<file path="config.mk">
export PLATFORM = sky130hd
export DESIGN_NAME = forward_producer_flat
export DESIGN_NICKNAME = d
export VERILOG_FILES = /design/src/rtl/forward_producer_if.sv /design/src/rtl/forward_producer.sv /design/src/flat_wrapper.sv
export SDC_FILE = /design/constraint.sdc
export NUM_CORES = 1
export LEC_CHECK = 0
export ABC_AREA = 1
export BUFFER_PORTS_ARGS = -buffer_cell sky130_fd_sc_hd__buf_2
export CORE_MARGIN = 4
export CORE_UTILIZATION = 45
export CTS_BUF_LIST = sky130_fd_sc_hd__clkbuf_8
export CTS_CLUSTER_SIZE = 28
export DETAILED_ROUTE_END_ITERATION = 6
export PLACE_DENSITY = 0.87
export SYNTH_ARGS = -nofsm -noshare
export SYNTH_HDL_FRONTEND = slang
export SYNTH_HIERARCHICAL = 1
export SYNTH_SLANG_ARGS = --single-unit
</file>
<file path="constraint.sdc">
create_clock -name clk -period 2.34 [get_ports clk]
set_input_delay 0.468 -clock clk [delete_from_list [all_inputs] [get_ports clk]]
set_output_delay 0.468 -clock clk [all_outputs]
set_load 0.005 [all_outputs]
</file>
<file path="src/rtl/forward_producer_if.sv">
// forward_producer_if -- bundle between the pipeline control and the forwarding
// producer.
//   master : drives issue/result/stall/flush, observes the forward and WB ports
//   slave  : forward_producer itself
// Issue side : issue, issueDestReg, issueReadyStage, issueValue
// Results    : execResult (instruction in E), memResult (instruction in M)
// Control    : stall, flush
// Forward    : src1* (E, highest priority), src2* (M), src3* (W, lowest)
// Write-back : wbEnable, wbReg, wbValue
interface forward_producer_if #(
  parameter int WIDTH = 32
);
  logic             issue;
  logic [4:0]       issueDestReg;
  logic [1:0]       issueReadyStage;
  logic [WIDTH-1:0] issueValue;
  logic [WIDTH-1:0] execResult;
  logic [WIDTH-1:0] memResult;
  logic             stall;
  logic             flush;

  logic             src1Valid, src2Valid, src3Valid;
  logic [4:0]       src1Reg, src2Reg, src3Reg;
  logic [WIDTH-1:0] src1Value, src2Value, src3Value;

  logic             wbEnable;
  logic [4:0]       wbReg;
  logic [WIDTH-1:0] wbValue;

  modport master (
    output issue, issueDestReg, issueReadyStage, issueValue,
           execResult, memResult, stall, flush,
    input  src1Valid, src1Reg, src1Value,
           src2Valid, src2Reg, src2Value,
           src3Valid, src3Reg, src3Value,
           wbEnable, wbReg, wbValue
  );

  modport slave (
    input  issue, issueDestReg, issueReadyStage, issueValue,
           execResult, memResult, stall, flush,
    output src1Valid, src1Reg, src1Value,
           src2Valid, src2Reg, src2Value,
           src3Valid, src3Reg, src3Value,
           wbEnable, wbReg, wbValue
  );
endinterface

</file>
<file path="src/rtl/forward_producer.sv">
// forward_producer -- tracks the destination register and result of the
// instructions in E, M and W and publishes them as bypass sources plus the
// register-file write port.
//   clk   : single clock, rising edge
//   rst_n : asynchronous active-low reset, all stages become bubbles
//   bus   : forward_producer_if.slave (issue, results, stall/flush in;
//           src1..3 forward ports and wb port out)
// Every output is a function of the stage registers only.

// One forward port. A stage at index STAGE (E=0, M=1, W=2) can supply a value
// once its ready stage has been reached. The bubble encoding also has ready=0,
// so a non-zero register qualifies validity to keep bubbles invisible.
module forward_producer_port #(
  parameter int WIDTH = 32,
  parameter int STAGE = 0
) (
  input  logic [4:0]       rg_i,
  input  logic [1:0]       rdy_i,
  input  logic [WIDTH-1:0] val_i,
  output logic             valid_o,
  output logic [4:0]       reg_o,
  output logic [WIDTH-1:0] value_o
);
  assign valid_o = (rg_i != 5'd0) && (rdy_i <= 2'(STAGE));
  assign reg_o   = rg_i;
  assign value_o = valid_o ? val_i : '0;
endmodule

module forward_producer #(
  parameter int WIDTH = 32
) (
  input  logic             clk,
  input  logic             rst_n,
  forward_producer_if.slave bus
);
  localparam int STAGES = 3;

  typedef struct packed {
    logic [4:0]       rg;
    logic [1:0]       rdy;
    logic [WIDTH-1:0] val;
  } entry_t;

  entry_t e_q, e_d, m_q, m_d, w_q, w_d;

  // E: flush beats stall beats issue; a zero destination loads a bubble.
  always_comb begin
    e_d = '0;
    if (bus.flush) begin
      e_d = '0;
    end else if (bus.stall) begin
      e_d = e_q;
    end else if (bus.issue && (bus.issueDestReg != 5'd0)) begin
      e_d.rg  = bus.issueDestReg;
      e_d.rdy = bus.issueReadyStage;
      e_d.val = (bus.issueReadyStage == 2'd0) ? bus.issueValue : '0;
    end
  end

  // M: a stall leaves E in place, so M receives a bubble. The E result is
  // captured here for ALU-type entries.
  always_comb begin
    m_d = '0;
    if (!bus.stall) begin
      m_d.rg  = e_q.rg;
      m_d.rdy = e_q.rdy;
      case (e_q.rdy)
        2'd0:    m_d.val = e_q.val;
        2'd1:    m_d.val = bus.execResult;
        default: m_d.val = '0;
      endcase
    end
  end

  // W: never stalls; load results are captured on the way out of M.
  always_comb begin
    w_d     = m_q;
    w_d.val = (m_q.rdy == 2'd2) ? bus.memResult : m_q.val;
  end

  always_ff @(posedge clk or negedge rst_n) begin
    if (!rst_n) begin
      e_q <= '0;
      m_q <= '0;
      w_q <= '0;
    end else begin
      e_q <= e_d;
      m_q <= m_d;
      w_q <= w_d;
    end
  end

  logic [STAGES-1:0][4:0]       st_reg;
  logic [STAGES-1:0][1:0]       st_rdy;
  logic [STAGES-1:0][WIDTH-1:0] st_val;
  logic [STAGES-1:0]            fwd_vld;
  logic [STAGES-1:0][4:0]       fwd_reg;
  logic [STAGES-1:0][WIDTH-1:0] fwd_val;

  assign st_reg = {w_q.rg,  m_q.rg,  e_q.rg};
  assign st_rdy = {w_q.rdy, m_q.rdy, e_q.rdy};
  assign st_val = {w_q.val, m_q.val, e_q.val};

  for (genvar s = 0; s < STAGES; s++) begin : g_port
    forward_producer_port #(.WIDTH(WIDTH), .STAGE(s)) u_port (
      .rg_i    (st_reg[s]),
      .rdy_i   (st_rdy[s]),
      .val_i   (st_val[s]),
      .valid_o (fwd_vld[s]),
      .reg_o   (fwd_reg[s]),
      .value_o (fwd_val[s])
    );
  end

  assign bus.src1Valid = fwd_vld[0];
  assign bus.src1Reg   = fwd_reg[0];
  assign bus.src1Value = fwd_val[0];
  assign bus.src2Valid = fwd_vld[1];
  assign bus.src2Reg   = fwd_reg[1];
  assign bus.src2Value = fwd_val[1];
  assign bus.src3Valid = fwd_vld[2];
  assign bus.src3Reg   = fwd_reg[2];
  assign bus.src3Value = fwd_val[2];

  // W validity already implies a non-zero register and ready <= 2.
  assign bus.wbEnable = fwd_vld[2];
  assign bus.wbReg    = w_q.rg;
  assign bus.wbValue  = w_q.val;
endmodule

</file>
<file path="src/flat_wrapper.sv">
// flat-port wrapper written by rule: the top's interface ports become plain ports
module forward_producer_flat 
#(
  parameter int WIDTH = 32
)
  (clk, rst_n, bus_issue, bus_issueDestReg, bus_issueReadyStage, bus_issueValue, bus_execResult, bus_memResult, bus_stall, bus_flush, bus_src1Valid, bus_src1Reg, bus_src1Value, bus_src2Valid, bus_src2Reg, bus_src2Value, bus_src3Valid, bus_src3Reg, bus_src3Value, bus_wbEnable, bus_wbReg, bus_wbValue);
  forward_producer_if #(.WIDTH(WIDTH)) bus_i ();
  input  logic clk;
  input  logic rst_n;
  input wire logic [$bits(bus_i.issue)-1:0] bus_issue;
  input wire logic [$bits(bus_i.issueDestReg)-1:0] bus_issueDestReg;
  input wire logic [$bits(bus_i.issueReadyStage)-1:0] bus_issueReadyStage;
  input wire logic [$bits(bus_i.issueValue)-1:0] bus_issueValue;
  input wire logic [$bits(bus_i.execResult)-1:0] bus_execResult;
  input wire logic [$bits(bus_i.memResult)-1:0] bus_memResult;
  input wire logic [$bits(bus_i.stall)-1:0] bus_stall;
  input wire logic [$bits(bus_i.flush)-1:0] bus_flush;
  output wire logic [$bits(bus_i.src1Valid)-1:0] bus_src1Valid;
  output wire logic [$bits(bus_i.src1Reg)-1:0] bus_src1Reg;
  output wire logic [$bits(bus_i.src1Value)-1:0] bus_src1Value;
  output wire logic [$bits(bus_i.src2Valid)-1:0] bus_src2Valid;
  output wire logic [$bits(bus_i.src2Reg)-1:0] bus_src2Reg;
  output wire logic [$bits(bus_i.src2Value)-1:0] bus_src2Value;
  output wire logic [$bits(bus_i.src3Valid)-1:0] bus_src3Valid;
  output wire logic [$bits(bus_i.src3Reg)-1:0] bus_src3Reg;
  output wire logic [$bits(bus_i.src3Value)-1:0] bus_src3Value;
  output wire logic [$bits(bus_i.wbEnable)-1:0] bus_wbEnable;
  output wire logic [$bits(bus_i.wbReg)-1:0] bus_wbReg;
  output wire logic [$bits(bus_i.wbValue)-1:0] bus_wbValue;
  assign bus_i.issue = bus_issue;
  assign bus_i.issueDestReg = bus_issueDestReg;
  assign bus_i.issueReadyStage = bus_issueReadyStage;
  assign bus_i.issueValue = bus_issueValue;
  assign bus_i.execResult = bus_execResult;
  assign bus_i.memResult = bus_memResult;
  assign bus_i.stall = bus_stall;
  assign bus_i.flush = bus_flush;
  assign bus_src1Valid = bus_i.src1Valid;
  assign bus_src1Reg = bus_i.src1Reg;
  assign bus_src1Value = bus_i.src1Value;
  assign bus_src2Valid = bus_i.src2Valid;
  assign bus_src2Reg = bus_i.src2Reg;
  assign bus_src2Value = bus_i.src2Value;
  assign bus_src3Valid = bus_i.src3Valid;
  assign bus_src3Reg = bus_i.src3Reg;
  assign bus_src3Value = bus_i.src3Value;
  assign bus_wbEnable = bus_i.wbEnable;
  assign bus_wbReg = bus_i.wbReg;
  assign bus_wbValue = bus_i.wbValue;
  forward_producer #(.WIDTH(WIDTH)) u_core (.clk(clk), .rst_n(rst_n), .bus(bus_i));
endmodule
</file>
==> flow_metrics.py <==
metrics = {
    "cells_and_area": {
        "ff_latch_area_um2": 2928,
        "finish.utilization": 0.5871,
        "multi_input_area_um2": 1999,
        "fin_cells": 1209,
        "layout.nets": 1131,
        "drive_gt1_frac": 0.3101,
        "area_growth_pct": 26.75,
        "num-fill-cells": 1162,
    },
    "logic_synthesis": {
        "syn-num-nets": 900,
        "synthTopCellsByArea": "dfrtp_1 (50%), nand2_1 (13%), inv_1 (9.2%), nor2_1 (8.5%), nand3_1 (5.9%)",
        "ys_types": 19,
        "ys_ff_latch": 117,
        "yosys_warnings": 6,
        "synth_mux_area_frac": 0,
        "synth_fa_ha_area_frac": 0,
        "ys_top_cells_by_count": "nand2_1 (210), inv_1 (144), nor2_1 (133), dfrtp_1 (117), nand3_1 (69)",
        "synth_edf_count": 0,
        "synth_most_common_cell": "nand2_1",
        "synth_top_family_by_area": "simple AND/OR/NAND/NOR gates",
        "synth_top_area_frac": 0.4968,
        "synth-compound-area-share": 0.02887,
        "netlist_instances": 792,
        "syn_area_um2": 5893,
        "syn_area_per_cell_um2": 7.441,
        "synth_ff_type": "dfrtp_1",
        "ys_seq_area_frac": 0.4968,
        "synth_area_leader_cell": "dfrtp_1",
        "synth-simple-area-share": 0.3087,
        "async_flop_share": 1.000,
        "synthXorXnorAreaFrac": 0,
    },
    "clock_network": {
        "cts_tree": "yes",
        "clk_pin_slew_worst_paths_ns": 0.07,
        "cts.path.max_buffers": 2,
        "cts_hold_buffers": 0,
        "htreeDepth": 4,
        "root_buffer": "clkbuf_8",
        "insertion_delay_ns": 0.43,
        "clock_sinks": 117,
        "cts-buffers-inserted": 17,
    },
    "setup_path": {
        "cp-end-kind": "output port",
        "worstReg2RegEnd": "u_core/m_q[3]",
        "slowest_delay_ns": 0.44,
        "regToRegStartpoint": "u_core/e_q[32]",
        "rrSetupSlack_ns": 0.94,
        "crit_path_max_fanout": 33,
        "cpMostUsedCell": "nor2_1",
        "path_class": "reg2out",
        "arrival_ns": 1.66,
        "required_ns": 1.87,
        "start_kind": "register",
        "crit_slowest_cell": "dfrtp_1",
        "crit_chain": "nor2_1, nand2_4, nor2_1, buf_2",
        "reg2reg_depth": 5,
    },
    "placed_design": {
        "io_buffers": 259,
        "dp_hpwl_mm": 12.95,
        "gp_congestion": 0.9335,
        "preCtsSetupSlack_ns": 0.5318,
        "placed_cells": 1176,
    },
    "global_route": {
        "grt_overflow": 0,
        "track_usage": 0.2264,
        "grt_first_pass_wirelength_mm": 26.10,
        "antenna_found_initial": 2,
        "grt_max_degree": 41,
        "grt_pass1_vias": 5227,
    },
    "route": {
        "dr.pass1.iters": 5,
        "drtIter0Drc": 579,
        "drtAntennaViolNets": 0,
        "via_per_inst": 4.679,
        "drc": 0,
        "wl_per_cell_um": 14.31,
        "routed_wl_mm": 17.30,
        "vias": 5657,
    },
    "power_and_ir_drop": {
        "p_per_area_nw_per_um2": 564.9,
        "p_leak_nw": 4.306,
        "vdd_drop_max_v": 0.0002623,
        "total_power_w": 0.004220,
    },
    "timing": {
        "setup_tns_ns": 0,
        "skew_ns": 0.009264,
        "min_period_ns": 2.127,
        "hold_violations": 0,
        "max_freq_mhz": 470.1,
        "finalMaxSlewViolations": 0,
        "post-route-period-util": 0.9092,
        "rsz0062_at_grt": "no",
        "relSlewSlack": 0.5874,
        "tightest_slew_ns": 0.6180,
        "setup_viol": 0,
        "setup_slack_ns": 0.2126,
    },
    "min_path": {
        "hp-class": "in2async",
    },
    "floorplan": {
        "ios": 260,
        "die_area_um2": 14990,
        "dieHeight_um": 122.4,
        "initial_utilization": 0.4632,
        "core_area_um2": 12720,
        "row_count": 41,
        "chipWidth_um": 122.4,
    },
    "status": {
        "status": "completed",
    },
    "flow_run": {
        "drv_cap": 0,
    },
}
## worst max-delay path by stage
stage,startpoint,end,slack (ns),depth (start not counted)
detailed placement,u_core/bus.wbReg[1],bus_src3Valid,0.53,5
global placement,u_core/e_q[38],bus_src1Value[7],0.61,5
global route,u_core/e_q[35],bus_src1Value[24],0.07,5
CTS,u_core/e_q[33],bus_src1Value[6],0.03,4
floorplan,u_core/bus.wbReg[4],bus_wbEnable,0.86,6
finish,u_core/e_q[33],bus_src1Value[12],0.21,4
## worst max-delay path: cells and delay by family, from the launching register on
family	cells	cell delay, ns
buffers and inverters	1	0.14
DFF	1	0.44
and+or+nand+nor	3	0.64
## cell type report
class / count / area share
sequential: 117 / 0.3920
clock buffer: 19 / 0.03501
tap: 172 / 0.02881
inverter: 145 / 0.07286
antenna: 2 / 0.0006700
multi-input combinational: 471 / 0.2677
clock inverter: 12 / 0.01206
timing repair buffer: 271 / 0.1910
## layout by cell type, fill, tap and decap left out, types with 2 or more instances in the layout
cell type,Yosys,layout
a21oi_1,32,32
clkinv_2,0,6
dfrtp_1,117,117
buf_4,19,10
clkinvlp_4,0,3
nand3b_1,4,4
clkbuf_8,0,19
buf_12,0,3
nand2_4,1,3
inv_1,144,146
nand3_1,69,69
diode_2,0,2
nor2_1,133,133
o21ai_0,2,2
nor2_2,14,14
buf_2,15,258
nand2_1,210,210
## metal layers
metal,vias to the layer above,share of wire,track usage
li1,2766,-,-
met1,2598,0.40,0.2796
met2,252,0.50,0.3837
met3,41,0.070,0.04839
met4,0,0.028,0.09657
met5,-,0,0
## kinds of logic (layout without fill, tap and decap cells)
family	Yosys count	count (layout)
other	0	2
AO/OA/AOI/OAI	34	34
AND/OR/NAND/NOR	437	437
flip-flops	117	117
buffers and inverters	204	447
## sequential cells by signal (all words and copies together), names as in the netlist
name,cells
u_core/st_rdy,2
u_core/bus.wbReg,5
u_core/e_q,39
u_core/m_q,39
u_core/bus.wbValue,32
## repair_timing
action                                  CTS  global route
endpoints found under the setup margin    0            36
resized for setup                         0             2
buffers inserted                          0             0
## stage by stage
step	hold WS, ns	instance area, um2
2_1_floorplan	0.1724	5893
3_3_place_gp	0.3633	7103
3_5_place_dp	0.3666	7103
4_1_cts	0.002415	7455
5_1_grt	0.02910	7470
6_report	0.01419	7470
## report_power, final
part,internal [W],switching (W)
clock,0.000867,0.000789
sequential,0.00207,0.0000333
combinational,0.000168,0.000293
total,0.00310,0.00112
(Power assumes the default switching activity.)
